`src/rtl/fifo_read_ctrl.sv`:
```
`default_nettype none
// ============================================================================
//  Module   : fifo_read_ctrl
//  Purpose  : Read-side consumer for the dual-clock fifo. Runs entirely in the
//             read clock domain: watches the fifo empty/almost-empty flags,
//             issues read strobes in bursts, captures the returning fifo
//             word one cycle later and presents words downstream through a
//             2-entry skid buffer with a valid/ready handshake.
//  Revision : 1.0 - initial release
// ----------------------------------------------------------------------------
//  Parameters
//    SIZE   data width in bits (must match the fifo data width)
//    BURST  maximum reads per burst before a mandatory 1-cycle gap (1..255)
//  Ports
//    read_clock        in   1     clock, all state on rising edge
//    reset_n           in   1     asynchronous active-low reset
//    empty_flag        in   1     fifo empty
//    almost_empty_flag in   1     fifo holds exactly one word
//    fifo_data         in   SIZE  fifo data_out, valid 1 cycle after valid_read
//    valid_read        out  1     read strobe to fifo, one word per high cycle
//    data_out          out  SIZE  head of skid buffer
//    data_valid        out  1     data_out holds a word
//    data_ready        in   1     downstream accepts on data_valid && data_ready
//    busy              out  1     controller active, read in flight or data held
//    read_count        out  16    (FIFO_READ_CTRL_COUNT_EN only) saturating
//                                 count of downstream handshakes
//  Configuration macro
//    FIFO_READ_CTRL_COUNT_EN : adds the read_count output and its counter.
// ============================================================================
module fifo_read_ctrl #(
    parameter int SIZE  = 8,
    parameter int BURST = 4
) (
    input  logic            read_clock,
    input  logic            reset_n,
    input  logic            empty_flag,
    input  logic            almost_empty_flag,
    input  logic [SIZE-1:0] fifo_data,
    output logic            valid_read,
    output logic [SIZE-1:0] data_out,
    output logic            data_valid,
    input  logic            data_ready,
    output logic            busy
`ifdef FIFO_READ_CTRL_COUNT_EN
    ,
    output logic [15:0]     read_count
`endif
);

    localparam logic [7:0] BURST_LIM = 8'(BURST);

    typedef enum logic [1:0] {
        ST_IDLE  = 2'd0,
        ST_BURST = 2'd1,
        ST_GAP   = 2'd2
    } state_t;

    state_t          state_q, state_d;
    logic [7:0]      burst_cnt_q, burst_cnt_d;
    logic            hold_q, hold_d;
    logic            inflight_q, inflight_d;
    logic [1:0]      occ_q, occ_d;
    logic [SIZE-1:0] head_q, head_d;
    logic [SIZE-1:0] tail_q, tail_d;
    logic            data_valid_q, data_valid_d;

    logic            w_issue;
    logic            w_push;
    logic            w_pop;
    logic [2:0]      w_load;
    logic            w_credit;

    // ------------------------------------------------------------------------
    // Handshake and credit.
    // A word already in flight will land in the buffer next cycle, so it is
    // counted against the two buffer slots; a pop this cycle frees one slot.
    // ------------------------------------------------------------------------
    assign w_pop    = data_valid_q && data_ready;
    assign w_push   = inflight_q;
    assign w_load   = {1'b0, occ_q} + {2'b00, inflight_q};
    assign w_credit = (w_load < (3'd2 + {2'b00, w_pop}));

    // ------------------------------------------------------------------------
    // Burst FSM: next state and read strobe
    // ------------------------------------------------------------------------
    always_comb begin
        state_d     = state_q;
        burst_cnt_d = burst_cnt_q;
        w_issue     = 1'b0;

        case (state_q)
            ST_IDLE: begin
                if (!empty_flag) begin
                    state_d     = ST_BURST;
                    burst_cnt_d = 8'd0;
                end
            end

            ST_BURST: begin
                // The count guard keeps burst_cnt from ever passing BURST.
                w_issue = !empty_flag && w_credit && !hold_q &&
                          (burst_cnt_q < BURST_LIM);
                if (w_issue) begin
                    burst_cnt_d = burst_cnt_q + 8'd1;
                end
                if (empty_flag || (burst_cnt_d == BURST_LIM)) begin
                    state_d = ST_GAP;
                end
            end

            ST_GAP: begin
                state_d = ST_IDLE;
            end

            default: begin
                state_d = ST_IDLE;
            end
        endcase
    end

    assign valid_read = w_issue;
    assign inflight_d = w_issue;
    // Reading the last word: pause one cycle so the fifo's empty flag can
    // catch up before another read is considered.
    assign hold_d     = w_issue && almost_empty_flag;

    // ------------------------------------------------------------------------
    // Two-entry skid buffer, strict FIFO order. head_q is the word shown on
    // data_out; tail_q holds the second word when occ_q == 2.
    // ------------------------------------------------------------------------
    always_comb begin
        occ_d  = occ_q;
        head_d = head_q;
        tail_d = tail_q;

        case ({w_push, w_pop})
            2'b10: begin
                if (occ_q == 2'd0) begin
                    head_d = fifo_data;
                end else begin
                    tail_d = fifo_data;
                end
                occ_d = occ_q + 2'd1;
            end

            2'b01: begin
                head_d = tail_q;
                occ_d  = occ_q - 2'd1;
            end

            2'b11: begin
                // Occupancy unchanged: the popped head is replaced by the
                // next oldest word.
                if (occ_q == 2'd1) begin
                    head_d = fifo_data;
                end else begin
                    head_d = tail_q;
                    tail_d = fifo_data;
                end
            end

            default: begin
            end
        endcase

        data_valid_d = (occ_d != 2'd0);
    end

    // ------------------------------------------------------------------------
    // State registers
    // ------------------------------------------------------------------------
    always_ff @(posedge read_clock or negedge reset_n) begin
        if (!reset_n) begin
            state_q      <= ST_IDLE;
            burst_cnt_q  <= 8'd0;
            hold_q       <= 1'b0;
            inflight_q   <= 1'b0;
            occ_q        <= 2'd0;
            head_q       <= '0;
            tail_q       <= '0;
            data_valid_q <= 1'b0;
        end else begin
            state_q      <= state_d;
            burst_cnt_q  <= burst_cnt_d;
            hold_q       <= hold_d;
            inflight_q   <= inflight_d;
            occ_q        <= occ_d;
            head_q       <= head_d;
            tail_q       <= tail_d;
            data_valid_q <= data_valid_d;
        end
    end

    assign data_out   = head_q;
    assign data_valid = data_valid_q;
    assign busy       = (state_q != ST_IDLE) || inflight_q || (occ_q != 2'd0);

`ifdef FIFO_READ_CTRL_COUNT_EN
    // ------------------------------------------------------------------------
    // Saturating handshake counter
    // ------------------------------------------------------------------------
    logic [15:0] read_count_q;

    always_ff @(posedge read_clock or negedge reset_n) begin
        if (!reset_n) begin
            read_count_q <= 16'd0;
        end else if (w_pop && (read_count_q != 16'hFFFF)) begin
            read_count_q <= read_count_q + 16'd1;
        end
    end

    assign read_count = read_count_q;
`endif

endmodule
`default_nettype wire

```
`config.mk`:
```
export PLATFORM = sky130hd
export DESIGN_NAME = fifo_read_ctrl
export DESIGN_NICKNAME = d
export VERILOG_FILES = /design/src/rtl/fifo_read_ctrl.sv
export SDC_FILE = /design/constraint.sdc
export NUM_CORES = 1
export LEC_CHECK = 0
export CAP_MARGIN = 20
export CORE_MARGIN = 5
export CORE_UTILIZATION = 35
export DETAILED_ROUTE_END_ITERATION = 10
export PLACE_DENSITY = 0.63
export SYNTH_ARGS = -nofsm -noshare
export SYNTH_HDL_FRONTEND = slang
export SYNTH_SLANG_ARGS = --single-unit
```
`constraint.sdc`:
```
create_clock -name read_clock -period 2.34 [get_ports read_clock]
set_clock_uncertainty 0.1 [all_clocks]
set_input_delay 0.585 -clock read_clock [delete_from_list [all_inputs] [get_ports read_clock]]
set_output_delay 0.585 -clock read_clock [all_outputs]
set_load 0.03 [all_outputs]
```
==> results.toml <==
[outcome]
status = "complete, but fails checks"
violations = "negative setup slack"

[floorplan]
coreArea_um2 = 4060
num_rows = 23
start_util = 0.364
design.die.area_um2 = 5610
die_h_um = 74.9
die-width_um = 74.9
io_pins = 24

[cts]
cts_tree = "built"
cts-buffers-inserted = 5
clock_latency_ns = 0.28
cts-hold-fix-buffers = 0
cts_root_buf = "clkbuf_8"
clock-sinks = 31
clk_pin_slew_ns = 0.06
cts-htree-levels = 2
clockBufferDepth = 2

[global_routing]
grt_pass1_vias = 1171
grt_antenna_before_repair = 0
grt_use_total = 0.125
grt.overflow.total = 0
grt_max_degree = 32
grt_pass1_wl_mm = 5.30

[logic_synthesis]
syn_nets = 151
ys.flop_type = "dfrtp_1"
ys_seq_area_frac = 0.526
synth-seq-cells = 31
syn_area_per_cell_um2 = 11.4
syn_area_um2 = 1480
yosys_warnings = 0
syn_inst = 129
yosysTopAreaCell = "dfrtp_1"
synth_area_leaders = "dfrtp_1, ha_1, mux2_2"
synthArstFlopShare = 1.00
synth_edf_count = 0
synth_cell_types = 29
synth_top_area_frac = 0.526

[drt]
drt_iter0_markers = 53
wl_mm = 3.19
firstDrtPassIters = 4
viasPerCell = 5.07
wire_per_inst_um = 14.3
drc = 0
vias = 1130
ant_nets = 0

[worst_setup_path]
arrival_ns = 2.16
worstSetupEndpointType = "output port"
worstPathRequired_ns = 1.65
path_max_fanout = 2
startpoint_type = "primary input"
critical_path_class = "in -> out"

[finish]
fill_cells = 370
nets = 195
diodes = 0
layout_commonest_cell = "dfrtp_1"
areaGrowthSynthToFinish_pct = 37.0
layout-drive-gt1-share = 0.260
final_cells = 223
final_cell_mix = "dfrtp_1, clkdlybuf4s50_1, buf_4, nor2_1, a21oi_1"

[sta]
drv_slew = 0
clock.fmax_mhz = 351
relSlewSlack = 0.584
final.min_clock_period_ns = 2.85
tightest_slew_ns = 0.619
setup_viol = 1
fin_ws_ns = -0.508
rsz0062_at_grt = "yes"
finalCritPeriodShare = 1.22
hold_viol_final = 0

[power_and_ir_drop]
sw_frac_of_total = 0.372
switchingPower_w = 0.000924
ir_drop_uv = 496
combinationalPowerShare = 0.487
seqPwrFrac = 0.347
power_frac_clock = 0.167
power.density_nw_per_um2 = 1230
finalPower_w = 0.00249
total_leakage_power_nw = 0.914
p_int_w = 0.00156

[placed_design]
gp_congestion = 0.795
dp_hpwl_mm = 2.41
io_buffers = 23
dp_cells = 215

[hold_path]
hold_path.class = "reg -> reg"

[job]
drv_cap = 0
==> synth_stat cells (2+ instances only) <==
master    number
o211ai_1       3
dfrtp_1       31
nor3_1         2
nand3b_1       3
nand2_1        5
ha_1           9
nor2_1        11
a22oi_1        8
or4_1          2
mux2_2         8
nor2b_1        7
o21ai_1        2
inv_1          7
mux2i_1        2
and2_1         2
a21oi_1       11
clkbuf_1       2
o21ai_0        3
==> registers in the layout, summed over array words and instances, names as in the netlist <==
| signal | flops |
|---|---|
| tail_q | 8 |
| burst_cnt_q | 8 |
| inflight_q | 1 |
| occ_q | 2 |
| data_out | 8 |
| hold_q | 1 |
| state_q | 2 |
| data_valid | 1 |
==> area by class of cell <==
class	count	area, um2	area share
well taps	50	62.6	0.0310
clock buffers	6	82.6	0.0409
flip-flops and latches	31	777	0.385
inverters	7	28.8	0.0142
repair buffers	39	365	0.181
multi-input cells	89	699	0.346
clock inverters	1	5.00	0.00248
==> layer usage <==
| metal | up-vias | global-route usage | routed length, um |
|---|---|---|---|
| met2 | 18 | 0.218 | 1680 |
| li1 | 556 | - | - |
| met1 | 552 | 0.140 | 1350 |
| met4 | 0 | 0.0474 | 40 |
| met3 | 4 | 0.0454 | 117 |
| met5 | - | 0 | 0 |
==> kinds of logic (layout without fill, tap and decap cells) <==
family,Yosys count,count (layout),synth area share
flip-flops,31,31,0.526
buffers and inverters,9,53,0.0229
AND/OR/NAND/NOR,36,36,0.131
multiplexers,10,10,0.0746
adder cells (fa/ha/maj),9,9,0.0763
AO/OA/AOI/OAI,34,34,0.169
==> final timing paths <==
| check | start | end | slack, ns | cells after the start |
|---|---|---|---|---|
| setup / recovery | empty_flag | valid_read | -0.51 | 5 |
| hold reg to reg | burst_cnt_q[5]$_DFFE_PN0P_ | burst_cnt_q[5]$_DFFE_PN0P_ | 0.40 | 1 |
| hold / removal | burst_cnt_q[5]$_DFFE_PN0P_ | burst_cnt_q[5]$_DFFE_PN0P_ | 0.40 | 1 |
| max in group asynchronous | reset_n | occ_q[1]$_DFF_PN0_ | 1.26 | 2 |
| setup reg to reg | occ_q[0]$_DFF_PN0_ | burst_cnt_q[0]$_DFFE_PN0P_ | 0.08 | 7 |
| min in group asynchronous | reset_n | burst_cnt_q[2]$_DFFE_PN0P_ | 0.59 | 2 |
==> power by group through the flow <==
stage,Sequential [W],Clock [W],Combinational (W)
floorplan,0.00100,0,0.000538
global placement,0.000857,0,0.00112
detailed placement,0.000866,0,0.00116
CTS,0.000862,0.000431,0.00116
global route,0.000888,0.000455,0.00131
finish,0.000862,0.000415,0.00121
==> worst max-delay path, cell delays in order <==
cell and delay, ns:
clkdlybuf4s50_1 0.43, or4_4 0.57, a2111oi_4 0.25, and2_4 0.21, buf_6 0.12
==> metrics by stage <==
step	utilization	area, um2	TNS, ns	worst slack (ns)	hold slack [ns]
2_1_floorplan	-	1480	-0.122	-0.122	0.189
3_3_place_gp	0.466	1890	-2.58	-0.490	0.378
3_5_place_dp	0.466	1890	-3.65	-0.518	0.384
4_1_cts	0.490	1990	-0.517	-0.517	0.404
5_1_grt	0.498	2020	-0.643	-0.577	0.424
6_report	0.498	2020	-0.508	-0.508	0.396
==> timing repair <==
action,CTS,global route
gates resized for setup,7,10
setup buffers,0,1
setup endpoints to repair,2,3
Power figures use the tool's default switching activity.
